File: src/rtl/input_16_if.sv
// Bus between the 10-bit chip I/O receiver and the calculator.
// The receiver (input_16) takes the slave side; the stimulus side
// (transmit link plus calculator) takes the master side.
interface input_16_if #(
   parameter int unsigned NUM_OPS = 2
);
   logic [9:0]           data_in;
   logic                 calc_busy;
   logic [NUM_OPS*16-1:0] operands;
   logic                 start_calc;
   logic                 frame_err;
   logic                 overrun;

   modport master (
      output data_in,
      output calc_busy,
      input  operands,
      input  start_calc,
      input  frame_err,
      input  overrun
   );

   modport slave (
      input  data_in,
      input  calc_busy,
      output operands,
      output start_calc,
      output frame_err,
      output overrun
   );
endinterface

File: src/rtl/input_16.sv
// Receive-side operand deframer for the 10-bit chip I/O bus.
// Each beat carries a byte in data_in[9:2] and a marker in data_in[1:0]
// (11 = data, 01 = abort, 00/10 = idle). NUM_OPS 16-bit operands arrive
// high byte then low byte on back-to-back cycles; a completed set is held
// until the calculator is free, then released with a one-cycle start_calc.
// Legal NUM_OPS range is 1..4 (op_idx is two bits wide).
module input_16 #(
   parameter int unsigned NUM_OPS = 2
) (
   input logic       clock,
   input logic       reset,
   input_16_if.slave bus
);

   localparam int unsigned W        = NUM_OPS * 16;
   localparam logic [1:0]  LAST_IDX = 2'(NUM_OPS - 1);

   typedef enum logic [1:0] {
      IDLE = 2'd0,
      LO   = 2'd1,
      PEND = 2'd2
   } state_t;

   state_t         state;
   logic [1:0]     op_idx;
   logic [7:0]     shadow_hi;
   logic [W-1:0]   shadow;
   logic [W-1:0]   operands;
   logic           start_calc;
   logic           frame_err;
   logic           overrun;

   logic [7:0]     beat_byte;
   logic           is_data;
   logic           is_abort;

   assign beat_byte = bus.data_in[9:2];
   assign is_data   = (bus.data_in[1:0] == 2'b11);
   assign is_abort  = (bus.data_in[1:0] == 2'b01);

   assign bus.operands   = operands;
   assign bus.start_calc = start_calc;
   assign bus.frame_err  = frame_err;
   assign bus.overrun    = overrun;

   // Frame FSM: assembles operands into the shadow set, releases it to the
   // operands register when the calculator is idle, and flags errors.
   always_ff @(posedge clock or negedge reset) begin
      if (!reset) begin
         state      <= IDLE;
         op_idx     <= '0;
         shadow_hi  <= '0;
         shadow     <= '0;
         operands   <= '0;
         start_calc <= 1'b0;
         frame_err  <= 1'b0;
         overrun    <= 1'b0;
      end else begin
         start_calc <= 1'b0;
         frame_err  <= 1'b0;
         unique case (state)
            IDLE: begin
               if (is_data) begin
                  shadow_hi <= beat_byte;
                  state     <= LO;
               end else if (is_abort) begin
                  op_idx <= '0;
               end
            end
            LO: begin
               if (is_data) begin
                  for (int unsigned k = 0; k < NUM_OPS; k++) begin
                     if (op_idx == 2'(k)) begin
                        shadow[k*16 +: 16] <= {shadow_hi, beat_byte};
                     end
                  end
                  if (op_idx == LAST_IDX) begin
                     op_idx <= '0;
                     state  <= PEND;
                  end else begin
                     op_idx <= op_idx + 2'd1;
                     state  <= IDLE;
                  end
               end else begin
                  // Abort drops the frame silently; any other gap splits a
                  // high/low pair and is reported as a framing error.
                  frame_err <= !is_abort;
                  op_idx    <= '0;
                  state     <= IDLE;
               end
            end
            PEND: begin
               // Data here has nowhere to go; aborts are deliberately ignored
               // so a completed frame is never lost.
               if (is_data) begin
                  overrun <= 1'b1;
               end
               if (!bus.calc_busy) begin
                  operands   <= shadow;
                  start_calc <= 1'b1;
                  state      <= IDLE;
               end
            end
            default: begin
               op_idx <= '0;
               state  <= IDLE;
            end
         endcase
      end
   end

endmodule

File: src/flat_wrapper.sv
// flat-port wrapper written by rule: the top's interface ports become plain ports
module input_16_flat 
#(
   parameter int unsigned NUM_OPS = 2
)
  (clock, reset, bus_data_in, bus_calc_busy, bus_operands, bus_start_calc, bus_frame_err, bus_overrun);
  input_16_if #(.NUM_OPS(NUM_OPS)) bus_i ();
  input logic clock;
  input logic reset;
  input wire logic [$bits(bus_i.data_in)-1:0] bus_data_in;
  input wire logic [$bits(bus_i.calc_busy)-1:0] bus_calc_busy;
  output wire logic [$bits(bus_i.operands)-1:0] bus_operands;
  output wire logic [$bits(bus_i.start_calc)-1:0] bus_start_calc;
  output wire logic [$bits(bus_i.frame_err)-1:0] bus_frame_err;
  output wire logic [$bits(bus_i.overrun)-1:0] bus_overrun;
  assign bus_i.data_in = bus_data_in;
  assign bus_i.calc_busy = bus_calc_busy;
  assign bus_operands = bus_i.operands;
  assign bus_start_calc = bus_i.start_calc;
  assign bus_frame_err = bus_i.frame_err;
  assign bus_overrun = bus_i.overrun;
  input_16 #(.NUM_OPS(NUM_OPS)) u_core (.clock(clock), .reset(reset), .bus(bus_i));
endmodule
File: config.mk
export PLATFORM = sky130hd
export DESIGN_NAME = input_16_flat
export DESIGN_NICKNAME = d
export VERILOG_FILES = /design/src/rtl/input_16_if.sv /design/src/rtl/input_16.sv /design/src/flat_wrapper.sv
export SDC_FILE = /design/constraint.sdc
export NUM_CORES = 1
export LEC_CHECK = 0
export CAP_MARGIN = 25
export CORE_ASPECT_RATIO = 0.8
export CORE_MARGIN = 10
export CORE_UTILIZATION = 47
export DETAILED_ROUTE_END_ITERATION = 16
export PLACE_DENSITY = 0.72
export SYNTH_ARGS = -nofsm -noshare
export SYNTH_HDL_FRONTEND = slang
export SYNTH_SLANG_ARGS = --single-unit
File: constraint.sdc
create_clock -name clock -period 1.8 [get_ports clock]
set_input_delay 0.36 -clock clock [delete_from_list [all_inputs] [get_ports clock]]
set_output_delay 0.36 -clock clock [all_outputs]
set_load 0.005 [all_outputs]
==> impl_table.tex, run 1 <==
\begin{tabular}{lr}
\hline
Metric & Value \\
\hline
\multicolumn{2}{l}{\textbf{Status}} \\
\quad Run status & finished, final reports clean \\
\multicolumn{2}{l}{\textbf{Clock network}} \\
\quad Quantity of gates resized following cts & 0 \\
\quad Clock-pin slew of the registers on the worst-case setup and hold paths & 0.07 ns \\
\quad TritonCTS clock tree & yes \\
\quad Number of hold buffers added after cts & 1 \\
\quad Clock latency at the later pin of the worst-skew pair & 0.33 ns \\
\quad Clock root cell & clkbuf\_8 \\
\quad Number of sinks driven by the clock tree & 79 \\
\quad Number of post-CTS setup repair buffers & 0 \\
\quad Number of clock buffers inserted by TritonCTS & 9 \\
\quad Buffer depth of the longest clock path & 2 \\
\quad H-tree depth & 3 \\
\multicolumn{2}{l}{\textbf{Floorplan}} \\
\quad Die Footprint & 10000 um2 \\
\quad Row count & 25 \\
\quad Floorplan die width & 109 um \\
\quad Initial Utilization & 49.5\% \\
\quad Number of ports placed on the die boundary & 48 \\
\quad Die height & 91.5 um \\
\quad Floorplan Core Area & 6070 um2 \\
\multicolumn{2}{l}{\textbf{STA}} \\
\quad Rel. slew slack & 66.1\% \\
\quad Endpoints failing hold & 0 \\
\quad Max-slew violations & 0 \\
\quad Clock skew & 0.00788 ns \\
\quad Final count of negative-setup-slack endpoints & 0 \\
\quad Worst Max-Slew Pin Slew & 0.509 ns \\
\quad WHS & 0.478 ns \\
\quad Period Utilization, post-route & 93.5\% \\
\quad Fin crit period & 1.68 ns \\
\quad Unrepaired setup endpoints after global routing & no \\
\quad Fmax & 594 MHz \\
\multicolumn{2}{l}{\textbf{Drt}} \\
\quad Total vias in the final route & 1651 \\
\quad Wire per inst & 16.7 um \\
\quad DR DRC count & 0 \\
\quad Pre-antenna DRT Iters & 4 \\
\quad Via count normalized by instance count & 5.00 \\
\quad Total wire length & 5510 um \\
\quad Iteration-0 DRC Markers & 32 \\
\quad Count of antenna-violating nets left after detailed routing & 0 \\
\multicolumn{2}{l}{\textbf{Cells and area}} \\
\quad Layout overhead on the synthesized area & 30.5\% \\
\quad Nets & 257 \\
\quad Fin util & 64.6\% \\
\quad Fraction of layout cells with a size suffix above 1 & 44.2\% \\
\quad Antenna fix cells & 0 \\
\multicolumn{2}{l}{\textbf{Synth}} \\
\quad Total of flip-flops plus latches after synthesis & 79 \\
\quad Number of instances in the synthesized netlist & 176 \\
\quad Total number of yosys warnings & 0 \\
\quad Synthesized-area fraction occupied by xor and xnor cells & 0\% \\
\quad Average size of a mapped cell & 17.1 um2 \\
\quad Synth Area in Compound Gates & 0.874\% \\
\quad Cell Area, Synth & 3010 um2 \\
\quad Simple-gate portion of the synthesized area & 3.20\% \\
\quad Largest family of logic cells by synthesized area & multiplexers \\
\quad Mux contribution to synthesized area & 28.2\% \\
\quad Part of the Yosys area used for sequential elements & 65.8\% \\
\quad Share of synthesized cell area in full adder, half adder and majority cells & 0\% \\
\quad Total nets after synthesis & 189 \\
\quad Post-synthesis cell type count & 19 \\
\multicolumn{2}{l}{\textbf{Place}} \\
\quad Final weighted congestion in routability-driven placement & 0.692 \\
\quad Total half-perimeter wirelength after legalization and detailed placement & 3990 um \\
\quad Buffers added on ports & 47 \\
\multicolumn{2}{l}{\textbf{Global route}} \\
\quad Global-route wire length before repair & 9240 um \\
\quad GR Util All Layers & 11.7\% \\
\quad Total overflow reported by the global router & 0 \\
\quad Pin count of the biggest net entering global routing & 40 \\
\quad Via count of the first global-routing pass & 1754 \\
\quad Number of antenna violations at the first check in global routing & 0 \\
\multicolumn{2}{l}{\textbf{Flow run}} \\
\quad Number of max-cap violations & 0 \\
\multicolumn{2}{l}{\textbf{Setup path}} \\
\quad CP Max Fanout & 16 \\
\quad Data arrival time of the critical path & 1.90 ns \\
\quad Worst stage delay on the critical path & 0.65 ns \\
\quad Crit path launch type & flip-flop \\
\quad Worst path slowest cell & or4\_4 \\
\quad Worst setup EP type & flip-flop \\
\quad Setup Crit Path Kind & flip-flop to flip-flop \\
\quad CP required & 2.02 ns \\
\quad Cells along the critical path & nand2b\_2, or4\_4, mux2\_4 \\
\multicolumn{2}{l}{\textbf{Power}} \\
\quad Pwr Density & 1090 nW/um2 \\
\quad Worst-case vdd ir drop & 0.579 mV \\
\quad Leakage dissipation & 1.85 nW \\
\multicolumn{2}{l}{\textbf{Worst hold path}} \\
\quad Worst min path class & flip-flop to flip-flop \\
\hline
\end{tabular}
-- per-stage QoR --
stage	setup slack [ns]	setup TNS [ns]	std cells	area, um2	total power, W
6_report	0.117	0	330	3920	0.00427
5_1_grt	0.0717	0	330	3920	0.00449
4_1_cts	0.110	0	330	3920	0.00432
3_5_place_dp	-0.203	-5.89	313	3680	0.00285
3_3_place_gp	-0.173	-5.10	313	3680	0.00282
2_1_floorplan	0.0276	0	176	3010	0.00253
-- report_power, final --
group | switching (W) | total, W | internal (W)
Clock | 0.000604 | 0.00146 | 0.000857
Sequential | 0.000164 | 0.00222 | 0.00206
Combinational | 0.000174 | 0.000587 | 0.000413
-- sequential cells by signal, summed over array words and instances, names as in the netlist --
register and count:
u_core.op_idx 2, u_core.bus.frame_err 1, u_core.bus.start_calc 1, u_core.shadow 32
u_core.bus.operands 32, u_core.state 2, u_core.shadow_hi 8, u_core.bus.overrun 1
-- final cells by class --
cell class / count / area [um2]
Timing Repair Buffer: 63 / 628
Multi-Input combinational cell: 89 / 978
Fill cell: 464 / 2150
Clock inverter: 5 / 78.8
Inverter: 2 / 7.51
Clock buffer: 11 / 151
Tap cell: 81 / 101
Sequential cell: 79 / 1980
-- synth_stat cells --
cell,instances,share of area [%]
nand2b_2,1,0.29
mux2_2,62,23
o22ai_1,1,0.21
mux2_4,10,5.0
nand3b_1,1,0.25
or4_4,1,0.37
buf_12,1,0.67
nand2_1,4,0.50
o21bai_1,2,0.50
a21oi_1,1,0.17
nor2_1,2,0.25
nor3_2,1,0.33
nor4_4,1,0.71
buf_2,4,0.67
or3b_2,1,0.29
inv_1,2,0.25
nand2b_1,1,0.21
buf_6,1,0.37
dfrtp_1,79,66
-- worst paths after layout --
kind / from / endpoint / slack [ns] / cells after the start
max reg2reg: u_core.state[1]$_DFFE_PN0P_ / u_core.shadow[12]$_DFFE_PN0P_ / 0.12 / 3
max: u_core.state[1]$_DFFE_PN0P_ / u_core.shadow[12]$_DFFE_PN0P_ / 0.12 / 3
min: u_core.bus.overrun$_DFFE_PN0P_ / u_core.bus.overrun$_DFFE_PN0P_ / 0.48 / 1
max in group asynchronous: reset / u_core.bus.operands[10]$_DFFE_PN0P_ / 0.71 / 3
min reg2reg: u_core.bus.overrun$_DFFE_PN0P_ / u_core.bus.overrun$_DFFE_PN0P_ / 0.48 / 1
min in group asynchronous: reset / u_core.bus.operands[18]$_DFFE_PN0P_ / 0.54 / 2
-- cell usage in the layout (no fill, tap or decap), drive strengths merged --
cell,instances
o21bai,2
clkinv,2
nand2b,2
o22ai,1
clkbuf,11
nor3,1
or4,1
clkdlybuf4s50,46
mux2,72
or3b,1
nor2,2
nand3b,1
bufinv,2
dlygate4sd3,1
dfrtp,79
nor4,1
inv,3
nand2,4
a21oi,1
buf,16
-- cells by family (layout without fill, tap and decap cells) --
logic type / after synthesis / in the layout
DFF: 79 / 79
muxes: 72 / 72
and+or+nand+nor: 13 / 13
buffers and inverters: 8 / 81
AOI/OAI and AO/OA: 4 / 4
-- per-layer routing --
| metal | global-route usage (%) | share of wire, % |
|---|---|---|
| met4 | 3.57 | 0.96 |
| met2 | 17.0 | 44 |
| met5 | 0 | 0 |
| met3 | 5.37 | 7.6 |
| met1 | 15.3 | 47 |
-- worst max-delay path, delay by kind of cell, from the launching register on --
| family | cells | cell delay (ns) |
|---|---|---|
| multiplexers | 1 | 0.36 |
| flip-flops | 1 | 0.38 |
| AND/OR/NAND/NOR | 2 | 0.83 |
Note: power is estimated with default switching activity, not from simulation.
==> run 2: changes to the inputs <==
- CORE_UTILIZATION: 47 -> 30
- PLACE_DENSITY: 0.72 -> 0.5
==> run 2 against run 1 <==
  * Cell count up 17%
  * Critical path depth unchanged
  * Combinational power down 0.7%
  * Worst hold slack better by 0.0021 ns
  * Via count down 0.36%
  * Count of clock-buffer cells in the layout down 2
  * Sequential power about the same
  * Worst setup slack worse by 0.0070 ns
  * Wire length up 9.5%
  * Global-route usage down 2.8 points
==> impl_table.tex, run 2 (synthesized netlist as in run 1, its figures left out) <==
\begin{tabular}{lr}
\hline
Metric & Value \\
\hline
\multicolumn{2}{l}{\textbf{Setup path}} \\
\quad CP required & 2.01 ns (about the same) \\
\quad Data arrival time of the critical path & 1.90 ns (about the same) \\
\quad CP Max Fanout & 16 (unchanged) \\
\quad Number of cell instances on the worst register-to-register path & 3 (unchanged) \\
\quad Setup Crit Path Kind & flip-flop to flip-flop \\
\quad Worst setup EP type & flip-flop \\
\quad Slack of the worst reg-to-reg path & 0.11 ns (about the same) \\
\quad End of the worst register-to-register path & u\_core.shadow[11]\$\_DFFE\_PN0P\_ \\
\quad Crit path launch type & flip-flop \\
\quad Beginning of the worst register-to-register path & u\_core.state[1]\$\_DFFE\_PN0P\_ \\
\multicolumn{2}{l}{\textbf{STA}} \\
\quad Final count of negative-setup-slack endpoints & 0 (unchanged) \\
\quad Period Utilization, post-route & 93.9\% (+0.39 points) \\
\quad Clock skew & 0.00502 ns (-0.00286 ns) \\
\quad Unrepaired setup endpoints after global routing & no \\
\quad Fin crit period & 1.69 ns (+0.00699 ns) \\
\quad Fmax & 592 MHz (-0.41\%) \\
\quad Rel. slew slack & 75.1\% (+9.0 points) \\
\quad Worst Max-Slew Pin Slew & 0.374 ns (-0.135 ns) \\
\quad Max-slew violations & 0 (unchanged) \\
\quad Final setup TNS & 0 ns (unchanged) \\
\quad Endpoints failing hold & 0 (unchanged) \\
\multicolumn{2}{l}{\textbf{Floorplan}} \\
\quad Number of ports placed on the die boundary & 48 (unchanged) \\
\quad Floorplan die width & 132 um (+21\%) \\
\quad Floorplan Core Area & 9730 um2 (+60\%) \\
\quad Die Footprint & 14500 um2 (+44\%) \\
\quad Die height & 110 um (+20\%) \\
\quad Row count & 32 (+28\%) \\
\quad Initial Utilization & 30.9\% (-19 points) \\
\multicolumn{2}{l}{\textbf{Worst hold path}} \\
\quad Worst-case hold path end point & u\_core.bus.overrun\$\_DFFE\_PN0P\_ \\
\quad Worst min path class & flip-flop to flip-flop \\
\quad Start point of the worst min-delay path & u\_core.bus.overrun\$\_DFFE\_PN0P\_ \\
\quad Worst hold path cell count & 1 (unchanged) \\
\multicolumn{2}{l}{\textbf{Global route}} \\
\quad Global-route wire length before repair & 10100 um (+9.2\%) \\
\quad GR Util All Layers & 8.92\% (-2.8 points) \\
\quad Number of antenna violations at the first check in global routing & 0 (unchanged) \\
\quad Total overflow reported by the global router & 0 (unchanged) \\
\quad Pin count of the biggest net entering global routing & 30 (-25\%) \\
\quad Via count of the first global-routing pass & 1845 (+5.2\%) \\
\multicolumn{2}{l}{\textbf{Clock network}} \\
\quad Clock-pin slew of the registers on the worst-case setup and hold paths & 0.06 ns (about the same) \\
\quad TritonCTS clock tree & yes \\
\quad Number of post-CTS setup repair buffers & 0 (unchanged) \\
\quad Number of sinks driven by the clock tree & 79 (unchanged) \\
\quad Number of clock buffers inserted by TritonCTS & 9 (unchanged) \\
\quad Clock root cell & clkbuf\_16 \\
\quad H-tree depth & 3 (unchanged) \\
\quad Buffer depth of the longest clock path & 2 (unchanged) \\
\quad Clock latency at the later pin of the worst-skew pair & 0.33 ns (about the same) \\
\multicolumn{2}{l}{\textbf{Drt}} \\
\quad Pre-antenna DRT Iters & 3 (-1) \\
\quad Wire per inst & 15.7 um (-6.1\%) \\
\quad Total vias in the final route & 1645 (-0.36\%) \\
\quad Count of antenna-violating nets left after detailed routing & 0 (unchanged) \\
\quad Via count normalized by instance count & 4.27 (-15\%) \\
\quad Iteration-0 DRC Markers & 62 (+94\%) \\
\quad DR DRC count & 0 (unchanged) \\
\quad Total wire length & 6030 um (+9.5\%) \\
\multicolumn{2}{l}{\textbf{Cells and area}} \\
\quad Fraction of layout cells with a size suffix above 1 & 44.2\% (unchanged) \\
\quad Nets & 257 (unchanged) \\
\quad Highest-count cells in the layout ignoring fill and taps & dfrtp\_1 (79), mux2\_2 (62), clkdlybuf4s50\_1 (46) \\
\quad Regs by FF count & u\_core.bus.operands x32, u\_core.shadow x32, u\_core.shadow\_hi x8 \\
\quad Antenna fix cells & 0 (unchanged) \\
\quad Fin util & 42.0\% (-23 points) \\
\quad Most common cell after layout, fill and taps aside & dfrtp\_1 \\
\quad Layout overhead on the synthesized area & 35.8\% \\
\multicolumn{2}{l}{\textbf{Flow run}} \\
\quad Number of max-cap violations & 0 (unchanged) \\
\multicolumn{2}{l}{\textbf{Power}} \\
\quad Pwr Density & 1160 nW/um2 (+6.5\%) \\
\quad Leakage dissipation & 1.88 nW (+1.7\%) \\
\quad Worst-case vdd ir drop & 0.384 mV (-34\%) \\
\multicolumn{2}{l}{\textbf{Place}} \\
\quad Total half-perimeter wirelength after legalization and detailed placement & 4150 um (+4.1\%) \\
\quad Final weighted congestion in routability-driven placement & 0.652 (-5.8\%) \\
\quad Buffers added on ports & 47 (unchanged) \\
\multicolumn{2}{l}{\textbf{Status}} \\
\quad Run status & finished, final reports clean \\
\hline
\end{tabular}
==> run 2: routing by layer <==
| layer | routed length (um) | global-route usage (%) | up-vias |
|---|---|---|---|
| met4 | 53 | 3.57 | 0 |
| met3 | 390 | 4.06 | 6 |
| met2 | 2630 | 12.8 | 41 |
| met1 | 2960 | 11.5 | 843 |
| li1 | - | - | 755 |
| met5 | 0 | 0 | - |
==> run 2: timing repair <==
action,in CTS,in global routing
endpoints found under the hold margin,24,0
hold buffers,1,0
resized for setup,0,0
==> run 2: how the worst max path moves through the flow <==
stage,start,endpoint,cells past startpoint
6_report,u_core.state[1]$_DFFE_PN0P_,u_core.shadow[11]$_DFFE_PN0P_,3
5_1_grt,u_core.state[1]$_DFFE_PN0P_,u_core.shadow[17]$_DFFE_PN0P_,5
3_5_place_dp,bus_data_in[1],u_core.shadow[9]$_DFFE_PN0P_,4
2_1_floorplan,u_core.state[1]$_DFFE_PN0P_,u_core.shadow[10]$_DFFE_PN0P_,5
3_3_place_gp,bus_data_in[1],u_core.shadow[5]$_DFFE_PN0P_,4
4_1_cts,u_core.state[1]$_DFFE_PN0P_,u_core.shadow[9]$_DFFE_PN0P_,3
==> run 2: where the power goes <==
part / internal, W / total, W / switching (W) / leakage [nW]
combinational: 0.000412 / 0.000583 / 0.000171 / 0.693
clock: 0.00122 / 0.00193 / 0.000714 / 0.152
sequential: 0.00206 / 0.00222 / 0.000162 / 1.04
==> run 2: critical path, stage by stage, from the launching register on <==
cell and delay [ns]:
dfrtp_1 0.38, nand2b_2 0.18, or4_4 0.66, mux2_4 0.35
==> run 2: per-stage QoR <==
step / power, W / hold WS (ns) / setup WS, ns / cells / instance area, um2
2_1_floorplan: 0.00253 / 0.0644 / 0.0276 / 176 / 3010
3_3_place_gp: 0.00284 / 0.307 / -0.189 / 368 / 3750
3_5_place_dp: 0.00285 / 0.309 / -0.213 / 368 / 3750
4_1_cts: 0.00482 / 0.487 / 0.105 / 385 / 4080
5_1_grt: 0.00497 / 0.513 / 0.0333 / 385 / 4080
6_report: 0.00474 / 0.480 / 0.110 / 385 / 4080
==> run 2: layout make-up <==
class                   instances  area (um2)
well taps                     136         170
multi-input cells              89         978
repair buffers                 63         628
clock inverters                 7        97.6
flip-flops and latches         79        1980
clock buffers                   9         225
inverters                       2        7.51
fillers                       936        5650
